==> src/rtl/branch_resolve_queue_pkg.sv <==
// Shared definitions for the branch resolve queue: FSM state encoding and
// the sequential-PC increment used to build fall-through redirect targets.
package branch_resolve_queue_pkg;

  // RUN: normal push/pop; FLUSH: one-cycle bubble after a misprediction
  typedef enum logic {
    RUN   = 1'b0,
    FLUSH = 1'b1
  } brq_state_e;

  // Fixed instruction size; fall-through PC is entry PC + PC_INC
  localparam int unsigned PC_INC = 4;

endpackage

==> src/rtl/branch_resolve_queue_if.sv <==
// Handshake and result bundle for the branch resolve queue.
//   push_*    : fetch-side prediction push (valid/ready)
//   ex_*      : execute-side outcome (valid/ready), pops the oldest entry
//   resolve_* : predictor training port
//   flush / redirect_pc : pipeline restart request
//   occupancy / mispredict_count : status
// slave modport faces the queue, master modport faces the pipeline.
interface branch_resolve_queue_if #(
  parameter int unsigned PC_WIDTH = 32,
  parameter int unsigned DEPTH    = 8
);
  localparam int unsigned CW = $clog2(DEPTH) + 1;

  logic                push_valid;
  logic                push_ready;
  logic [PC_WIDTH-1:0] push_pc;
  logic [PC_WIDTH-1:0] push_pred_target;
  logic                push_pred_taken;

  logic                ex_valid;
  logic                ex_ready;
  logic                ex_is_branch;
  logic                ex_taken;
  logic [PC_WIDTH-1:0] ex_target;

  logic                resolve_valid;
  logic                resolve_taken;
  logic [PC_WIDTH-1:0] resolve_pc;
  logic [PC_WIDTH-1:0] resolve_target;

  logic                flush;
  logic [PC_WIDTH-1:0] redirect_pc;
  logic [CW-1:0]       occupancy;
  logic [31:0]         mispredict_count;

  modport slave (
    input  push_valid, push_pc, push_pred_target, push_pred_taken,
    input  ex_valid, ex_is_branch, ex_taken, ex_target,
    output push_ready, ex_ready,
    output resolve_valid, resolve_taken, resolve_pc, resolve_target,
    output flush, redirect_pc, occupancy, mispredict_count
  );

  modport master (
    output push_valid, push_pc, push_pred_target, push_pred_taken,
    output ex_valid, ex_is_branch, ex_taken, ex_target,
    input  push_ready, ex_ready,
    input  resolve_valid, resolve_taken, resolve_pc, resolve_target,
    input  flush, redirect_pc, occupancy, mispredict_count
  );

endinterface

==> src/rtl/branch_resolve_queue_pred_fifo.sv <==
// pred_fifo: circular FIFO of in-flight predictions (pc, predicted target,
// predicted direction). The head entry is presented combinationally.
// Ports:
//   clk, rst            : clock, synchronous active-high reset
//   push_en / pop_en    : write tail / advance head (caller guarantees legality)
//   clear               : empty the queue, dropping any same-cycle push
//   wr_*                : entry to write
//   rd_*_c              : head entry
//   count               : number of stored entries
module pred_fifo #(
  parameter int unsigned PC_WIDTH = 32,
  parameter int unsigned DEPTH    = 8
) (
  input  logic                               clk,
  input  logic                               rst,
  input  logic                               push_en,
  input  logic                               pop_en,
  input  logic                               clear,
  input  logic [PC_WIDTH-1:0]                wr_pc,
  input  logic [PC_WIDTH-1:0]                wr_target,
  input  logic                               wr_taken,
  output logic [PC_WIDTH-1:0]                rd_pc_c,
  output logic [PC_WIDTH-1:0]                rd_target_c,
  output logic                               rd_taken_c,
  output logic [$clog2(DEPTH):0]             count
);
  localparam int unsigned AW = $clog2(DEPTH);
  localparam int unsigned CW = AW + 1;

  logic [PC_WIDTH-1:0] mem_pc     [DEPTH];
  logic [PC_WIDTH-1:0] mem_target [DEPTH];
  logic                mem_taken  [DEPTH];
  logic [AW-1:0]       wr_ptr;
  logic [AW-1:0]       rd_ptr;

  // Storage needs no reset; validity is tracked by the pointers
  always_ff @(posedge clk) begin
    if (push_en && !clear) begin
      mem_pc[wr_ptr]     <= wr_pc;
      mem_target[wr_ptr] <= wr_target;
      mem_taken[wr_ptr]  <= wr_taken;
    end
  end

  // Pointers wrap naturally because DEPTH is a power of two
  always_ff @(posedge clk) begin
    if (rst || clear) begin
      wr_ptr <= '0;
      rd_ptr <= '0;
      count  <= '0;
    end else begin
      if (push_en) wr_ptr <= wr_ptr + AW'(1);
      if (pop_en)  rd_ptr <= rd_ptr + AW'(1);
      count <= count + CW'(push_en) - CW'(pop_en);
    end
  end

  assign rd_pc_c     = mem_pc[rd_ptr];
  assign rd_target_c = mem_target[rd_ptr];
  assign rd_taken_c  = mem_taken[rd_ptr];

endmodule

==> src/rtl/branch_resolve_queue.sv <==
// branch_resolve_queue: holds fetch-time branch predictions in order, checks
// each against its executed outcome, trains the predictor and requests a
// flush/redirect on a misprediction.
// Ports:
//   clk, rst : clock, synchronous active-high reset
//   bus      : branch_resolve_queue_if.slave (push, execute, resolve,
//              flush/redirect and status signals)
module branch_resolve_queue
  import branch_resolve_queue_pkg::*;
#(
  parameter int unsigned PC_WIDTH = 32,
  parameter int unsigned DEPTH    = 8
) (
  input  logic                  clk,
  input  logic                  rst,
  branch_resolve_queue_if.slave bus
);
  localparam int unsigned CW = $clog2(DEPTH) + 1;

  brq_state_e          state;
  brq_state_e          next_state_c;
  logic [CW-1:0]       count;
  logic [CW-1:0]       next_count_c;
  logic [PC_WIDTH-1:0] head_pc_c;
  logic [PC_WIDTH-1:0] head_target_c;
  logic                head_taken_c;
  logic                push_fire_c;
  logic                pop_fire_c;
  logic                mispredict_c;
  logic                fifo_push_c;
  logic                clear_c;
  logic [PC_WIDTH-1:0] redirect_c;

  pred_fifo #(
    .PC_WIDTH (PC_WIDTH),
    .DEPTH    (DEPTH)
  ) u_pred_fifo (
    .clk         (clk),
    .rst         (rst),
    .push_en     (fifo_push_c),
    .pop_en      (pop_fire_c),
    .clear       (clear_c),
    .wr_pc       (bus.push_pc),
    .wr_target   (bus.push_pred_target),
    .wr_taken    (bus.push_pred_taken),
    .rd_pc_c     (head_pc_c),
    .rd_target_c (head_target_c),
    .rd_taken_c  (head_taken_c),
    .count       (count)
  );

  // Handshakes, misprediction check and next-state/occupancy decode
  always_comb begin
    push_fire_c  = bus.push_valid & bus.push_ready;
    pop_fire_c   = bus.ex_valid & bus.ex_ready;
    mispredict_c = 1'b0;
    if (pop_fire_c) begin
      if (bus.ex_is_branch)
        mispredict_c = (head_taken_c != bus.ex_taken) ||
                       (head_taken_c && bus.ex_taken && (head_target_c != bus.ex_target));
      else
        mispredict_c = head_taken_c;
    end
    clear_c     = mispredict_c;
    fifo_push_c = push_fire_c & ~mispredict_c;

    if (clear_c) next_count_c = '0;
    else         next_count_c = count + CW'(fifo_push_c) - CW'(pop_fire_c);

    next_state_c = RUN;
    if (state == RUN && mispredict_c) next_state_c = FLUSH;

    if (bus.ex_is_branch && bus.ex_taken) redirect_c = bus.ex_target;
    else                                  redirect_c = head_pc_c + PC_WIDTH'(PC_INC);
  end

  // State and registered outputs; readies are precomputed for the next cycle
  always_ff @(posedge clk) begin
    if (rst) begin
      state                <= RUN;
      bus.push_ready       <= 1'b1;
      bus.ex_ready         <= 1'b0;
      bus.resolve_valid    <= 1'b0;
      bus.resolve_taken    <= 1'b0;
      bus.resolve_pc       <= '0;
      bus.resolve_target   <= '0;
      bus.flush            <= 1'b0;
      bus.redirect_pc      <= '0;
      bus.mispredict_count <= '0;
    end else begin
      state             <= next_state_c;
      bus.push_ready    <= (next_state_c == RUN) && (next_count_c < CW'(DEPTH));
      bus.ex_ready      <= (next_state_c == RUN) && (next_count_c != '0);
      bus.resolve_valid <= pop_fire_c & bus.ex_is_branch;
      if (pop_fire_c) begin
        bus.resolve_pc     <= head_pc_c;
        bus.resolve_taken  <= bus.ex_taken;
        bus.resolve_target <= bus.ex_target;
      end
      bus.flush <= mispredict_c;
      if (mispredict_c) begin
        bus.redirect_pc      <= redirect_c;
        bus.mispredict_count <= bus.mispredict_count + 32'd1;
      end
    end
  end

  assign bus.occupancy = count;

endmodule
==> src/flat_wrapper.sv <==
// flat-port wrapper written by rule: the top's interface ports become plain ports
module branch_resolve_queue_flat import branch_resolve_queue_pkg::*;
#(
  parameter int unsigned PC_WIDTH = 32,
  parameter int unsigned DEPTH    = 8
)
  (clk, rst, bus_push_valid, bus_push_pc, bus_push_pred_target, bus_push_pred_taken, bus_ex_valid, bus_ex_is_branch, bus_ex_taken, bus_ex_target, bus_push_ready, bus_ex_ready, bus_resolve_valid, bus_resolve_taken, bus_resolve_pc, bus_resolve_target, bus_flush, bus_redirect_pc, bus_occupancy, bus_mispredict_count);
  branch_resolve_queue_if #(.PC_WIDTH(PC_WIDTH), .DEPTH(DEPTH)) bus_i ();
  input  logic clk;
  input  logic rst;
  input wire logic [$bits(bus_i.push_valid)-1:0] bus_push_valid;
  input wire logic [$bits(bus_i.push_pc)-1:0] bus_push_pc;
  input wire logic [$bits(bus_i.push_pred_target)-1:0] bus_push_pred_target;
  input wire logic [$bits(bus_i.push_pred_taken)-1:0] bus_push_pred_taken;
  input wire logic [$bits(bus_i.ex_valid)-1:0] bus_ex_valid;
  input wire logic [$bits(bus_i.ex_is_branch)-1:0] bus_ex_is_branch;
  input wire logic [$bits(bus_i.ex_taken)-1:0] bus_ex_taken;
  input wire logic [$bits(bus_i.ex_target)-1:0] bus_ex_target;
  output wire logic [$bits(bus_i.push_ready)-1:0] bus_push_ready;
  output wire logic [$bits(bus_i.ex_ready)-1:0] bus_ex_ready;
  output wire logic [$bits(bus_i.resolve_valid)-1:0] bus_resolve_valid;
  output wire logic [$bits(bus_i.resolve_taken)-1:0] bus_resolve_taken;
  output wire logic [$bits(bus_i.resolve_pc)-1:0] bus_resolve_pc;
  output wire logic [$bits(bus_i.resolve_target)-1:0] bus_resolve_target;
  output wire logic [$bits(bus_i.flush)-1:0] bus_flush;
  output wire logic [$bits(bus_i.redirect_pc)-1:0] bus_redirect_pc;
  output wire logic [$bits(bus_i.occupancy)-1:0] bus_occupancy;
  output wire logic [$bits(bus_i.mispredict_count)-1:0] bus_mispredict_count;
  assign bus_i.push_valid = bus_push_valid;
  assign bus_i.push_pc = bus_push_pc;
  assign bus_i.push_pred_target = bus_push_pred_target;
  assign bus_i.push_pred_taken = bus_push_pred_taken;
  assign bus_i.ex_valid = bus_ex_valid;
  assign bus_i.ex_is_branch = bus_ex_is_branch;
  assign bus_i.ex_taken = bus_ex_taken;
  assign bus_i.ex_target = bus_ex_target;
  assign bus_push_ready = bus_i.push_ready;
  assign bus_ex_ready = bus_i.ex_ready;
  assign bus_resolve_valid = bus_i.resolve_valid;
  assign bus_resolve_taken = bus_i.resolve_taken;
  assign bus_resolve_pc = bus_i.resolve_pc;
  assign bus_resolve_target = bus_i.resolve_target;
  assign bus_flush = bus_i.flush;
  assign bus_redirect_pc = bus_i.redirect_pc;
  assign bus_occupancy = bus_i.occupancy;
  assign bus_mispredict_count = bus_i.mispredict_count;
  branch_resolve_queue #(.PC_WIDTH(PC_WIDTH), .DEPTH(DEPTH)) u_core (.clk(clk), .rst(rst), .bus(bus_i));
endmodule
==> config.mk <==
export PLATFORM = sky130hd
export DESIGN_NAME = branch_resolve_queue_flat
export DESIGN_NICKNAME = d
export VERILOG_FILES = /design/src/rtl/branch_resolve_queue_pkg.sv /design/src/rtl/branch_resolve_queue_if.sv /design/src/rtl/branch_resolve_queue_pred_fifo.sv /design/src/rtl/branch_resolve_queue.sv /design/src/flat_wrapper.sv
export SDC_FILE = /design/constraint.sdc
export NUM_CORES = 1
export LEC_CHECK = 0
export BUFFER_PORTS_ARGS = -buffer_cell sky130_fd_sc_hd__buf_2
export CORE_MARGIN = 8
export CORE_UTILIZATION = 45
export DETAILED_ROUTE_END_ITERATION = 7
export PLACE_DENSITY = 0.69
export SLEW_MARGIN = 20
export SYNTH_ARGS = -nofsm -noshare
export SYNTH_HDL_FRONTEND = slang
export SYNTH_SLANG_ARGS = --single-unit
==> constraint.sdc <==
create_clock -name clk -period 10.8 [get_ports clk]
set_input_delay 0.54 -clock clk [delete_from_list [all_inputs] [get_ports clk]]
set_output_delay 0.54 -clock clk [all_outputs]
set_load 0.05 [all_outputs]
* Word level (Yosys, flattened, before mapping)
Memories as Yosys holds them, arrays and structs flattened. A register that Yosys moved wholly into a read port is not among the register bits.
Index checks and enable logic that the tools add are counted.
** Word-level totals
- Flip-flop bits (word level) :: 144
- Bits in writable memories :: 520
- Input bits :: 103
- Output and inout port bits :: 137
- Word-level logic and storage cells :: 56
- Memories kept :: 3
** Cells by class
- Add/subtract/negate cells :: 6
- Magnitude comparators :: 1
- Equal/unequal tests :: 2
- Multiplexer cells :: 13
- Bitwise operators :: 7
- Reduce and logical (&&, ||, !) cells :: 11
** Memory list
- u_core.u_pred_fifo.mem_pc :: words 8, width 32, rd ports 1, clocked after Yosys merged registers in 1, wr ports 1, RTL line branch_resolve_queue_pred_fifo.sv:30 : logic [PC_WIDTH-1:0] mem_pc [DEPTH];
- u_core.u_pred_fifo.mem_target :: words 8, width 32, rd ports 1, clocked after Yosys merged registers in 1, wr ports 1, RTL line branch_resolve_queue_pred_fifo.sv:31 : logic [PC_WIDTH-1:0] mem_target [DEPTH];
- u_core.u_pred_fifo.mem_taken :: words 8, width 1, rd ports 1, clocked after Yosys merged registers in 1, wr ports 1, RTL line branch_resolve_queue_pred_fifo.sv:32 : logic mem_taken [DEPTH];
** Operators with widths (number)
- $add 32x1->32 const B :: 1
- $add 32x3->32 const B :: 1
- $mux 32 :: 1
- $ne 32x32->1 :: 1
- $mux 3 :: 6
- $logic_and 1x1->1 :: 7
- $add 3x1->3 const B :: 2
- $mux 1 :: 5
- $add 4x1->4 :: 1
- $and 1x1->1 :: 4
- $lt 4x4->1 const B :: 1
- $mux 4 :: 1
- $reduce_bool 4->1 :: 1
- $sub 4x1->4 :: 1
- $not 1->1 :: 3
- $logic_or 1x1->1 :: 2
- $logic_not 1->1 :: 1
- $ne 1x1->1 :: 1

* Longest topological paths before layout
Gate-level depths: netlist of run 1.
- Depth after elaboration :: 12
- Mapped depth :: 23
- Mapped depth without buffers :: 17

* Modules after synthesis
Synthesis of run 1 repeated with hierarchy kept, for this count alone.
** Second synthesis, totals
- Cell total of the unflattened synthesis :: 1684
- Area total of the unflattened synthesis :: 26765.7 um^2
** By module, submodules not included
- pred_fifo :: times used 1, cells an instance 819, area each 20101.8 um^2, sequential area each 15875.2 um^2
- branch_resolve_queue :: times used 1, cells an instance 865, area each 6663.9 um^2, sequential area each 2682.6 um^2

* Least setup slack after synthesis of run 1
Ideal clock, no wire load.
- Path kind :: flip-flop to flip-flop
- Start point :: reg (tool-made name)
- End point :: mem u_core.u_pred_fifo.mem_pc[3][0] (enable)
- Setup time :: 0.671 ns
- Data arrival time :: 9.576 ns
- Required time :: 10.129 ns
- Setup slack :: 0.553 ns
- Cell stages (with the launch flop) :: 16
- Path buffers :: 6
- Clock period less this slack :: 10.247 ns
- Path through :: dfxtp_1 buf_6 buf_12 buf_12 buf_12 buf_12 mux4_2 mux2_2 ha_1 nor4bb_1 o221ai_1 nor4_1 and4_1 buf_4 nor2_1 nor4b_1
** RTL lines (RTL line)
- to (decl) :: branch_resolve_queue_pred_fifo.sv:30

==> results of run 1 <==
==> cell type report <==
| class | count | area share |
|---|---|---|
| Antenna cell | 4 | 0.000320 |
| Clock buffer | 90 | 0.0637 |
| Clock inverter | 40 | 0.0110 |
| Inverter | 18 | 0.00220 |
| Multi-Input combinational cell | 897 | 0.251 |
| Sequential cell | 667 | 0.594 |
| Tap cell | 782 | 0.0313 |
| Timing Repair Buffer | 274 | 0.0467 |
==> cells in the mapped netlist, types with 5 or more instances <==
cell type / n / share of area
sky130_fd_sc_hd__buf_6: 19 / 0.0079
sky130_fd_sc_hd__mux4_1: 17 / 0.016
sky130_fd_sc_hd__a2111oi_0: 5 / 0.0016
sky130_fd_sc_hd__or3_1: 8 / 0.0018
sky130_fd_sc_hd__ha_1: 9 / 0.0041
sky130_fd_sc_hd__o211ai_1: 9 / 0.0025
sky130_fd_sc_hd__clkbuf_1: 46 / 0.0064
sky130_fd_sc_hd__xor2_1: 23 / 0.0074
sky130_fd_sc_hd__nor3_1: 29 / 0.0053
sky130_fd_sc_hd__a21oi_1: 94 / 0.017
sky130_fd_sc_hd__mux4_2: 89 / 0.074
sky130_fd_sc_hd__a31o_2: 5 / 0.0016
sky130_fd_sc_hd__buf_12: 8 / 0.0059
sky130_fd_sc_hd__buf_4: 10 / 0.0028
sky130_fd_sc_hd__mux2i_1: 94 / 0.035
sky130_fd_sc_hd__nor2_1: 66 / 0.0091
sky130_fd_sc_hd__and3_1: 10 / 0.0023
sky130_fd_sc_hd__nand4_1: 20 / 0.0046
sky130_fd_sc_hd__mux2i_2: 6 / 0.0030
sky130_fd_sc_hd__or4_1: 25 / 0.0069
sky130_fd_sc_hd__mux2_2: 10 / 0.0041
sky130_fd_sc_hd__a22o_1: 5 / 0.0016
sky130_fd_sc_hd__xnor2_1: 28 / 0.0090
sky130_fd_sc_hd__edfxtp_1: 520 / 0.57
sky130_fd_sc_hd__inv_1: 16 / 0.0022
sky130_fd_sc_hd__o22ai_1: 5 / 0.0012
sky130_fd_sc_hd__nand2_1: 124 / 0.017
sky130_fd_sc_hd__o21ai_0: 19 / 0.0035
sky130_fd_sc_hd__o31ai_1: 27 / 0.0075
sky130_fd_sc_hd__a22oi_1: 12 / 0.0033
sky130_fd_sc_hd__and2_1: 6 / 0.0014
sky130_fd_sc_hd__nand3_1: 23 / 0.0042
sky130_fd_sc_hd__buf_1: 5 / 0.00069
sky130_fd_sc_hd__dfxtp_1: 147 / 0.11
sky130_fd_sc_hd__nor4_1: 19 / 0.0044
sky130_fd_sc_hd__buf_2: 13 / 0.0024
sky130_fd_sc_hd__a211oi_1: 34 / 0.0094
==> layer usage <==
layer,vias up,global-route usage,share of wire,routed length [µm]
met3,150,0.0644,0.10,7430
li1,7179,-,-,-
met5,-,0,0.0012,91
met2,768,0.341,0.47,35200
met1,8300,0.276,0.40,29700
met4,14,0.0700,0.029,2130
==> cell families (layout without fill, tap and decap cells) <==
family | Yosys count | in the layout | share of synthesized area
compound gates | 246 | 246 | 0.0594
xor+xnor | 51 | 51 | 0.0164
fa+ha+maj | 10 | 10 | 0.00488
buf+inv | 123 | 422 | 0.0303
flops | 667 | 667 | 0.683
mux | 219 | 219 | 0.134
other cells | 0 | 4 | 0
simple gates | 371 | 371 | 0.0725
==> flip-flops by register name, indices dropped and copies added (netlist names), named ones only <==
name                           count
u_core.bus.ex_ready                1
u_core.bus.flush                   1
u_core.bus.mispredict_count       32
u_core.bus.push_ready              1
u_core.bus.redirect_pc            32
u_core.bus.resolve_pc             32
u_core.bus.resolve_taken           1
u_core.bus.resolve_target         32
u_core.bus.resolve_valid           1
u_core.state                       1
u_core.u_pred_fifo.count           4
u_core.u_pred_fifo.mem_pc        256
u_core.u_pred_fifo.mem_taken       8
u_core.u_pred_fifo.mem_target    256
u_core.u_pred_fifo.rd_ptr          3
u_core.u_pred_fifo.wr_ptr          3
==> stage by stage <==
step,instance area [µm²],util,instances,hold slack [ns]
after CTS,31300,0.521,2768,0.178
after global routing,31300,0.521,2768,0.200
after floorplan,27200,-,1687,0.393
after global placement,28900,0.482,2638,0.404
final,31300,0.521,2772,0.212
after detailed placement,28900,0.482,2638,0.407
==> path summary, 6_finish.rpt <==
kind / start / endpoint / cells after the start
hold / removal: bus_push_pred_target[19] / u_core.u_pred_fifo.mem_target[2][19] / 1
setup reg to reg: flip-flop / u_core.u_pred_fifo.mem_pc[3][9] / 13
setup / recovery: flip-flop / u_core.u_pred_fifo.mem_pc[3][9] / 13
hold reg to reg: u_core.state / u_core.state / 1
==> power by group through the flow <==
| stage | sequential, mW | combinational (mW) | clock, mW |
|---|---|---|---|
| floorplan | 3.34 | 0.739 | 0 |
| global placement | 3.10 | 1.38 | 0 |
| detailed placement | 3.11 | 1.41 | 0 |
| CTS | 3.06 | 1.41 | 2.46 |
| global route | 3.07 | 1.49 | 2.56 |
| finish | 3.06 | 1.41 | 2.43 |
==> results.py, run 1 <==
metrics = {
    "clocking": {
        "post_cts.repair.setup_buffers": 0,
        "max-clock-path-buffers": 3,
        "cts_htree_levels": 3,
        "cts.clk_slew.worst_paths_ns": 0.06,
        "root_buffer_cell": "sky130_fd_sc_hd__clkbuf_16",
        "cts_hold_buf": 0,
        "cts-buffers-inserted": 71,
        "cts.repair.resized": 0,
        "tritoncts_num_sinks": 667,
        "clock_tree_from_tritoncts": "yes",
        "worstSkewPairLatency_ns": 0.60,
    },
    "power_and_ir_drop": {
        "power.leakage_nw": 10.6,
        "combinationalPowerShare": 0.205,
        "power.sequential.fraction": 0.443,
        "internal_power_mw": 4.83,
        "vdd_ir_max_mv": 0.105,
        "p_sw_mw": 2.07,
        "clockPowerShare": 0.352,
        "total_power_mw": 6.90,
        "power_density_mw_per_mm2": 220,
        "switching_share": 0.300,
    },
    "synth": {
        "postSynth.asyncResetShare": 0,
        "synth-edff-count": 520,
        "synthesis.instances": 1687,
        "yosys_warning_total": 0,
        "postSynthAreaPerCell_um2": 16.1,
        "synthesis.nets": 1800,
        "ys_dominant_reg_cell": "sky130_fd_sc_hd__edfxtp_1",
        "number_of_register_bits_inferred_by_synthesis": 667,
        "ys_seq_area_frac": 0.683,
        "synth_area_mm2": 0.0272,
        "yosys.cell_types.count": 88,
    },
    "critical_path": {
        "worstPathRequired_ns": 11.01,
        "critPathKind": "reg -> reg",
        "worst_setup_path_start_kind": "flip-flop",
        "critical-path-top-delay-family": "buffers and inverters",
        "worst_ep_arrival_time_ns": 7.04,
        "cp_cell_sequence": "buf_4 -> mux4_1 -> mux2_2 -> ha_1 -> nor4bb_1 -> o221ai_1 -> nor4_1 -> and4_2 -> buf_4 -> nor2_2 -> buf_4 -> nor4b_2 -> buf_4",
        "timing.critical_path.buf_inv": 4,
        "r2r_slack_ns": 3.97,
        "critical-path-top-cell-by-count": "sky130_fd_sc_hd__buf_4",
        "critical_path_s_largest_stage_delay_ns": 0.89,
        "critical_path.max_fanout": 78,
        "cp-end-kind": "flip-flop",
        "cpMaxStageDelayCell": "sky130_fd_sc_hd__buf_4",
    },
    "die": {
        "dieArea_mm2": 0.0685,
        "chipWidth_um": 262,
        "core_mm2": 0.0600,
        "initial_utilization": 0.453,
        "floorplan.io_pins": 240,
        "floorplan.die.height_um": 262,
        "row_count": 90,
    },
    "min_path": {
        "hold_path_class": "in -> reg",
    },
    "route": {
        "detail-route-antenna-nets": 0,
        "firstDrtPassIters": 5,
        "avgRoutedWirePerCell_um": 26.9,
        "drc_markers": 0,
        "drt_iter0_markers": 2091,
        "detailroute.via_count": 16400,
        "routed_wirelength_mm": 74.5,
        "detail_route.vias_per_cell": 5.92,
    },
    "global_routing": {
        "grt_first_pass_wirelength_mm": 107,
        "grtUsageTotal": 0.213,
        "number_of_antenna_violations_at_the_first_check_in_global_routing": 18,
        "via_count_of_the_first_global_routing_pass": 16100,
        "globalRoute.totalOverflow": 0,
        "grt_max_degree": 95,
    },
    "cells_and_area": {
        "sequential_cell_area_mm2": 0.0186,
        "final_cell_mix": "sky130_fd_sc_hd__edfxtp_1, sky130_fd_sc_hd__buf_2, sky130_fd_sc_hd__dfxtp_1",
        "multiInputGateArea_mm2": 0.00786,
        "area_growth_syn_to_layout_pct": 15.1,
        "fillerInstances": 4818,
        "layout_commonest_cell": "sky130_fd_sc_hd__edfxtp_1",
        "post_route_cells_drive_above_1_share": 0.269,
        "nets": 2042,
    },
    "sta": {
        "setup_viol_count_final": 0,
        "setup_total_negative_slack_ns": 0,
        "timing_hold_violations_final": 0,
        "timing.final.crit_period_ns": 6.83,
        "max_freq_ghz": 0.146,
        "slew_viol_final": 0,
        "fin_crit_sh": 0.633,
        "rsz0062_at_grt": "false",
        "worst_slack_ns": 3.97,
        "fin_skew_ns": 0.0253,
        "slew-limit-headroom": 0.256,
        "tightestPinTransition_ns": 1.12,
    },
    "place": {
        "globalplace.congestion": 0.848,
        "io_buffers": 239,
        "placement.setup.worst_slack_ns": 4.05,
        "detailedPlacementHpwl_mm": 48.8,
    },
    "outcome": {
        "run_status": "finished, final reports clean",
    },
    "flow_run": {
        "maxCapViolations": 0,
    },
}
Power figures use the tool's default switching activity.
==> run 2, diff against run 1 <==
- ABC_AREA: not set -> 1
- PLACE_DENSITY: 0.69 -> 0.67
- clock period: 10.8 -> 7.1 ns (I/O delays scaled with it)
==> run 2 against run 1 <==
Compared with the run above:
- clock skew is 0.0013 ns higher
- count of clock-buffer cells in the layout is 4 higher
- sequential share of layout area is 2.6 points lower
- critical path type unchanged
==> results.py, run 2 <==
metrics = {
    "critical_path": {
        "worst_setup_path_start_kind": "flip-flop",
        "cp-end-kind": "flip-flop",
        "critical_path.max_fanout": 70,
        "timing.critical_path.buf_inv": 3,
        "cpMaxStageDelayCell": "sky130_fd_sc_hd__dfxtp_4",
        "critPathKind": "reg -> reg",
        "critical-path-top-cell-by-count": "sky130_fd_sc_hd__nand2_1",
        "critical_path_s_largest_stage_delay_ns": 0.80,
        "critical-path-top-delay-family": "simple AND/OR/NAND/NOR gates",
        "worstPathRequired_ns": 7.35,
        "worst_ep_arrival_time_ns": 5.55,
        "cp_cell_sequence": "buf_4 -> nand2_1 -> nand3_1 -> nand3_1 -> nand3_1 -> nand2_1 -> inv_1 -> nand2_1 -> nor2_1 -> nand2_1 -> nor2_1 -> nand2_1 -> nand2_1 -> nand2_1 -> nand2_4 -> nand3_2 -> nor2_4 -> buf_12",
    },
    "route": {
        "drc_markers": 0,
        "detailroute.via_count": 21200,
        "avgRoutedWirePerCell_um": 20.7,
        "detail-route-antenna-nets": 0,
        "detail_route.vias_per_cell": 5.30,
        "routed_wirelength_mm": 82.7,
        "drt_iter0_markers": 2382,
        "firstDrtPassIters": 6,
    },
    "synth": {
        "synthesis.nets": 2994,
        "synth_area_mm2": 0.0285,
        "yosys.cell_types.count": 37,
        "synthesis.instances": 2881,
        "synth-edff-count": 520,
        "postSynth.asyncResetShare": 0,
        "postSynthAreaPerCell_um2": 9.88,
        "ys_dominant_reg_cell": "sky130_fd_sc_hd__edfxtp_1",
        "ys_seq_area_frac": 0.652,
        "synth.largest_area_cell": "sky130_fd_sc_hd__edfxtp_1",
        "synth.top_cells.by_count": "sky130_fd_sc_hd__nand2_1, sky130_fd_sc_hd__edfxtp_1, sky130_fd_sc_hd__nor2_1",
        "post-synth-top-area-fraction": 0.548,
        "yosys_warning_total": 0,
        "number_of_register_bits_inferred_by_synthesis": 667,
        "ys_top_cells_by_area": "sky130_fd_sc_hd__edfxtp_1, sky130_fd_sc_hd__nand2_1, sky130_fd_sc_hd__dfxtp_1",
        "synthMostInstantiatedCell": "sky130_fd_sc_hd__nand2_1",
    },
    "place": {
        "io_buffers": 239,
        "placed_cells_incl_taps": 3843,
        "globalplace.congestion": 0.946,
        "detailedPlacementHpwl_mm": 50.6,
    },
    "power_and_ir_drop": {
        "power_density_mw_per_mm2": 336,
        "vdd_ir_max_mv": 0.185,
        "total_power_mw": 11.0,
        "power.leakage_nw": 13.0,
    },
    "clocking": {
        "cts-buffers-inserted": 71,
        "worstSkewPairLatency_ns": 0.61,
        "cts.clk_slew.worst_paths_ns": 0.06,
        "cts_htree_levels": 3,
        "max-clock-path-buffers": 3,
        "root_buffer_cell": "sky130_fd_sc_hd__clkbuf_16",
        "cts.repair.resized": 0,
        "clock_tree_from_tritoncts": "yes",
        "tritoncts_num_sinks": 667,
    },
    "flow_run": {
        "maxCapViolations": 0,
    },
    "sta": {
        "timing_hold_violations_final": 0,
        "setup_viol_count_final": 0,
        "slew_viol_final": 0,
        "rsz0062_at_grt": "false",
        "max_freq_ghz": 0.188,
        "fin_skew_ns": 0.0266,
        "tightestPinTransition_ns": 1.04,
        "fin_crit_sh": 0.747,
        "timing.final.crit_period_ns": 5.31,
        "slew-limit-headroom": 0.305,
        "setup_total_negative_slack_ns": 0,
    },
    "die": {
        "chipWidth_um": 268,
        "row_count": 92,
        "floorplan.die.height_um": 268,
        "initial_utilization": 0.453,
        "floorplan.io_pins": 240,
        "core_mm2": 0.0629,
        "dieArea_mm2": 0.0716,
    },
    "cells_and_area": {
        "area_growth_syn_to_layout_pct": 14.8,
        "post-route-util": 0.520,
        "reg_top3": "u_core.u_pred_fifo.mem_pc: 256 flops, u_core.u_pred_fifo.mem_target: 256 flops",
        "instances_no_fill": 3999,
        "post_route_cells_drive_above_1_share": 0.126,
        "nets": 3198,
        "final_cell_mix": "sky130_fd_sc_hd__nand2_1, sky130_fd_sc_hd__edfxtp_1, sky130_fd_sc_hd__nor2_1",
        "layout_commonest_cell": "sky130_fd_sc_hd__nand2_1",
    },
    "global_routing": {
        "grtUsageTotal": 0.224,
        "grt_first_pass_wirelength_mm": 122,
        "via_count_of_the_first_global_routing_pass": 19700,
        "grt_max_degree": 144,
        "number_of_antenna_violations_at_the_first_check_in_global_routing": 17,
        "globalRoute.totalOverflow": 0,
    },
    "outcome": {
        "run_status": "finished, final reports clean",
    },
    "min_path": {
        "hold_path_class": "in -> reg",
    },
}
[run 2: final cells by class]
cell class / instances / area [µm²]
diodes: 12 / 30.0
clock buffers: 94 / 1950
clock inverters: 35 / 364
fillers: 5650 / 30100
inverters: 173 / 662
multi-input cells: 1893 / 8450
flip-flops and latches: 667 / 18600
well taps: 846 / 1060
repair buffers: 279 / 1620
[run 2: metal layers]
layer	part of all wire	track usage	routed length, µm	vias up
li1	-	-	-	10100
met1	0.42	0.302	34600	10000
met2	0.45	0.351	37600	858
met3	0.093	0.0509	7720	153
met4	0.034	0.0896	2790	12
met5	0.00097	0	80	-
[run 2: timing repair]
action                     CTS  global route
hold buffers                15             0
setup endpoints to repair    0             0
buffers inserted             0             0
hold endpoints to repair    99             0
[run 2: through the flow]
stage	hold slack [ns]	instance area, µm²	setup slack, ns
final	0.0256	32700	1.79
after floorplan	0.388	28500	-0.00436
after CTS	0.000452	32700	1.78
after detailed placement	0.403	30200	1.91
after global placement	0.397	30200	1.91
after global routing	0.0238	32700	1.38
[run 2: kinds of logic after synthesis]
kind of cell / share of synthesized area
DFF: 0.652
AOI/OAI and AO/OA: 0.0735
buffers and inverters: 0.0533
xor gates and xnor gates: 0.0123
adders and majority gates: 0.00466
and+or+nand+nor: 0.205
[run 2: final timing paths]
check	start	to	slack [ns]	cells past startpoint
max	flip-flop	u_core.u_pred_fifo.mem_target[0][1]	1.79	18
max reg2reg	flip-flop	u_core.u_pred_fifo.mem_target[0][1]	1.79	18
min reg2reg	u_core.state	u_core.state	0.41	1
min	bus_push_pred_target[22]	u_core.u_pred_fifo.mem_target[5][22]	0.03	1
[run 2: where the power goes]
part / switching, mW / internal, mW / total, mW
sequential: 0.140 / 4.50 / 4.64
combinational: 2.02 / 0.636 / 2.65
clock: 1.51 / 2.19 / 3.70
total: 3.66 / 7.33 / 11.0
[run 2: worst register-to-register path, cell delays in order, from the launching register on]
cell                      delay (ns)
sky130_fd_sc_hd__dfxtp_4        0.80
sky130_fd_sc_hd__buf_4          0.71
sky130_fd_sc_hd__nand2_1        0.16
sky130_fd_sc_hd__nand3_1        0.14
sky130_fd_sc_hd__nand3_1        0.12
sky130_fd_sc_hd__nand3_1        0.14
sky130_fd_sc_hd__nand2_1        0.06
sky130_fd_sc_hd__inv_1          0.05
sky130_fd_sc_hd__nand2_1        0.09
sky130_fd_sc_hd__nor2_1         0.20
sky130_fd_sc_hd__nand2_1        0.10
sky130_fd_sc_hd__nor2_1         0.13
sky130_fd_sc_hd__nand2_1        0.10
sky130_fd_sc_hd__nand2_1        0.06
sky130_fd_sc_hd__nand2_1        0.07
sky130_fd_sc_hd__nand2_4        0.56
sky130_fd_sc_hd__nand3_2        0.40
sky130_fd_sc_hd__nor2_4         0.60
sky130_fd_sc_hd__buf_12         0.43
==> run 3, diff against run 2 <==
- ABC_AREA: 1 -> 0
- clock period: 7.1 -> 5.5 ns (I/O delays scaled with it)
==> run 3 against run 2 <==
Compared with the run above:
- fmax increased by 6.3%
- setup slack got worse by 1.3 ns
- sequential power increased by 30%
- critical endpoint is now u_core.bus.ex_ready
- largest power group unchanged
- routed wire length decreased by 9.3%
- cell count decreased by 29%
==> results.py, run 3 (synthesis gave the netlist of run 1 again) <==
metrics = {
    "outcome": {
        "run_status": "finished, final reports clean",
    },
    "die": {
        "dieArea_mm2": 0.0685,
        "row_count": 90,
        "initial_utilization": 0.453,
        "core_mm2": 0.0600,
        "chipWidth_um": 262,
        "floorplan.io_pins": 240,
        "floorplan.die.height_um": 262,
    },
    "global_routing": {
        "grt_first_pass_wirelength_mm": 109,
        "number_of_antenna_violations_at_the_first_check_in_global_routing": 7,
        "globalRoute.totalOverflow": 0,
        "grt_max_degree": 78,
        "grtUsageTotal": 0.216,
        "via_count_of_the_first_global_routing_pass": 16600,
    },
    "critical_path": {
        "worst_ep_arrival_time_ns": 5.44,
        "critical_path.max_fanout": 20,
        "worst_setup_path_start_kind": "flip-flop",
        "cp_cell_sequence": "mux4_1 -> mux2_4 -> ha_4 -> nor4bb_1 -> o221ai_1 -> nor4_1 -> nand4_1 -> nand2_1 -> nand3_1 -> ha_1 -> inv_1 -> ha_1 -> inv_1 -> fa_1 -> xor2_1 -> and4b_1 -> nor3_1",
        "timing.critical_path.buf_inv": 2,
        "critical-path-top-delay-family": "simple AND/OR/NAND/NOR gates",
        "critical_path_s_largest_stage_delay_ns": 0.72,
        "critPathKind": "reg -> reg",
        "cp-end-kind": "flip-flop",
        "cpMaxStageDelayCell": "sky130_fd_sc_hd__dfxtp_2",
        "worstPathRequired_ns": 5.94,
    },
    "clocking": {
        "worstSkewPairLatency_ns": 0.60,
        "clock_tree_from_tritoncts": "yes",
        "cts-buffers-inserted": 68,
        "cts.clk_slew.worst_paths_ns": 0.06,
        "cts.repair.resized": 0,
        "cts_htree_levels": 3,
        "max-clock-path-buffers": 3,
        "tritoncts_num_sinks": 667,
        "root_buffer_cell": "sky130_fd_sc_hd__clkbuf_16",
    },
    "sta": {
        "slew-limit-headroom": 0.305,
        "worst_slack_ns": 0.508,
        "setup_total_negative_slack_ns": 0,
        "slew_viol_final": 0,
        "fin_crit_sh": 0.908,
        "timing_hold_violations_final": 0,
        "setup_viol_count_final": 0,
        "timing.final.crit_period_ns": 4.99,
        "max_freq_ghz": 0.200,
        "fin_skew_ns": 0.0299,
        "rsz0062_at_grt": "false",
        "worst_hold_slack_ns": 0.0347,
        "tightestPinTransition_ns": 1.04,
    },
    "place": {
        "placed_cell_area_mm2": 0.0292,
        "detailedPlacementHpwl_mm": 48.7,
        "placed_cells_incl_taps": 2646,
        "io_buffers": 239,
        "globalplace.congestion": 0.862,
        "placement.setup.worst_slack_ns": 0.555,
    },
    "min_path": {
        "hold_path_class": "in -> reg",
        "min_from": "bus_ex_target[16]",
    },
    "route": {
        "drt_iter0_markers": 2002,
        "routed_wirelength_mm": 75.0,
        "drc_markers": 0,
        "detail-route-antenna-nets": 0,
        "detail_route.vias_per_cell": 5.88,
        "avgRoutedWirePerCell_um": 26.4,
        "firstDrtPassIters": 5,
        "detailroute.via_count": 16700,
    },
    "power_and_ir_drop": {
        "total_power_mw": 13.4,
        "internal_power_mw": 9.41,
        "power.sequential.fraction": 0.448,
        "combinationalPowerShare": 0.214,
        "power_density_mw_per_mm2": 418,
        "clockPowerShare": 0.338,
        "vdd_ir_max_mv": 0.207,
        "p_sw_mw": 4.01,
        "switching_share": 0.299,
        "power.leakage_nw": 10.9,
    },
    "cells_and_area": {
        "area_growth_syn_to_layout_pct": 18.1,
        "reg_top3": "u_core.u_pred_fifo.mem_pc: 256 flops, u_core.u_pred_fifo.mem_target: 256 flops",
        "fillerInstances": 4778,
        "post-route-util": 0.535,
        "final_cell_mix": "sky130_fd_sc_hd__edfxtp_1, sky130_fd_sc_hd__buf_2, sky130_fd_sc_hd__dfxtp_1",
        "layout_commonest_cell": "sky130_fd_sc_hd__edfxtp_1",
        "nets": 2118,
        "post_route_cells_drive_above_1_share": 0.260,
        "final_area_mm2": 0.0321,
        "instances_no_fill": 2837,
    },
    "flow_run": {
        "maxCapViolations": 0,
    },
}
## run 3: worst min-delay path, delay by kind of cell
family / cells / cell delay (ns)
buf+inv: 1 / 0.17
simple gates: 1 / 0.08
compound gates: 1 / 0.06
## run 3: routing by layer
layer / part of all wire / GRT usage / up-vias / wire length [µm]
met1: 0.40 / 0.281 / 8460 / 29900
met3: 0.10 / 0.0578 / 142 / 7670
met4: 0.037 / 0.0902 / 10 / 2780
met2: 0.46 / 0.342 / 767 / 34600
met5: 0.00085 / 0 / - / 64
li1: - / - / 7315 / -
## run 3: layout make-up
class / count / area, µm² / share of cell area
diodes: 1 / 2.50 / 0.0000779
inverters: 18 / 68.8 / 0.00214
flip-flops and latches: 667 / 18600 / 0.578
well taps: 782 / 978 / 0.0305
multi-input cells: 897 / 7930 / 0.247
clock inverters: 26 / 255 / 0.00795
clock buffers: 93 / 1940 / 0.0604
repair buffers: 353 / 2370 / 0.0738
## run 3: final timing paths
check / endpoint / slack [ns] / cells after the start
setup / recovery: u_core.bus.ex_ready / 0.51 / 17
hold / removal: u_core.bus.resolve_target[16] / 0.03 / 3
setup reg to reg: u_core.bus.ex_ready / 0.51 / 17
hold reg to reg: u_core.state / 0.42 / 1
## run 3: timing repair
action | in CTS | in global routing
setup buffers | 0 | 0
hold endpoints to repair | 526 | 0
hold buffers | 71 | 0
## run 3: power by group through the flow
stage,clock network (mW),registers (mW),logic (mW)
finish,4.54,6.01,2.87
CTS,4.63,6.01,2.88
global route,4.83,6.04,3.04
floorplan,0,6.55,1.47
global placement,0,6.09,2.78
detailed placement,0,6.11,2.83
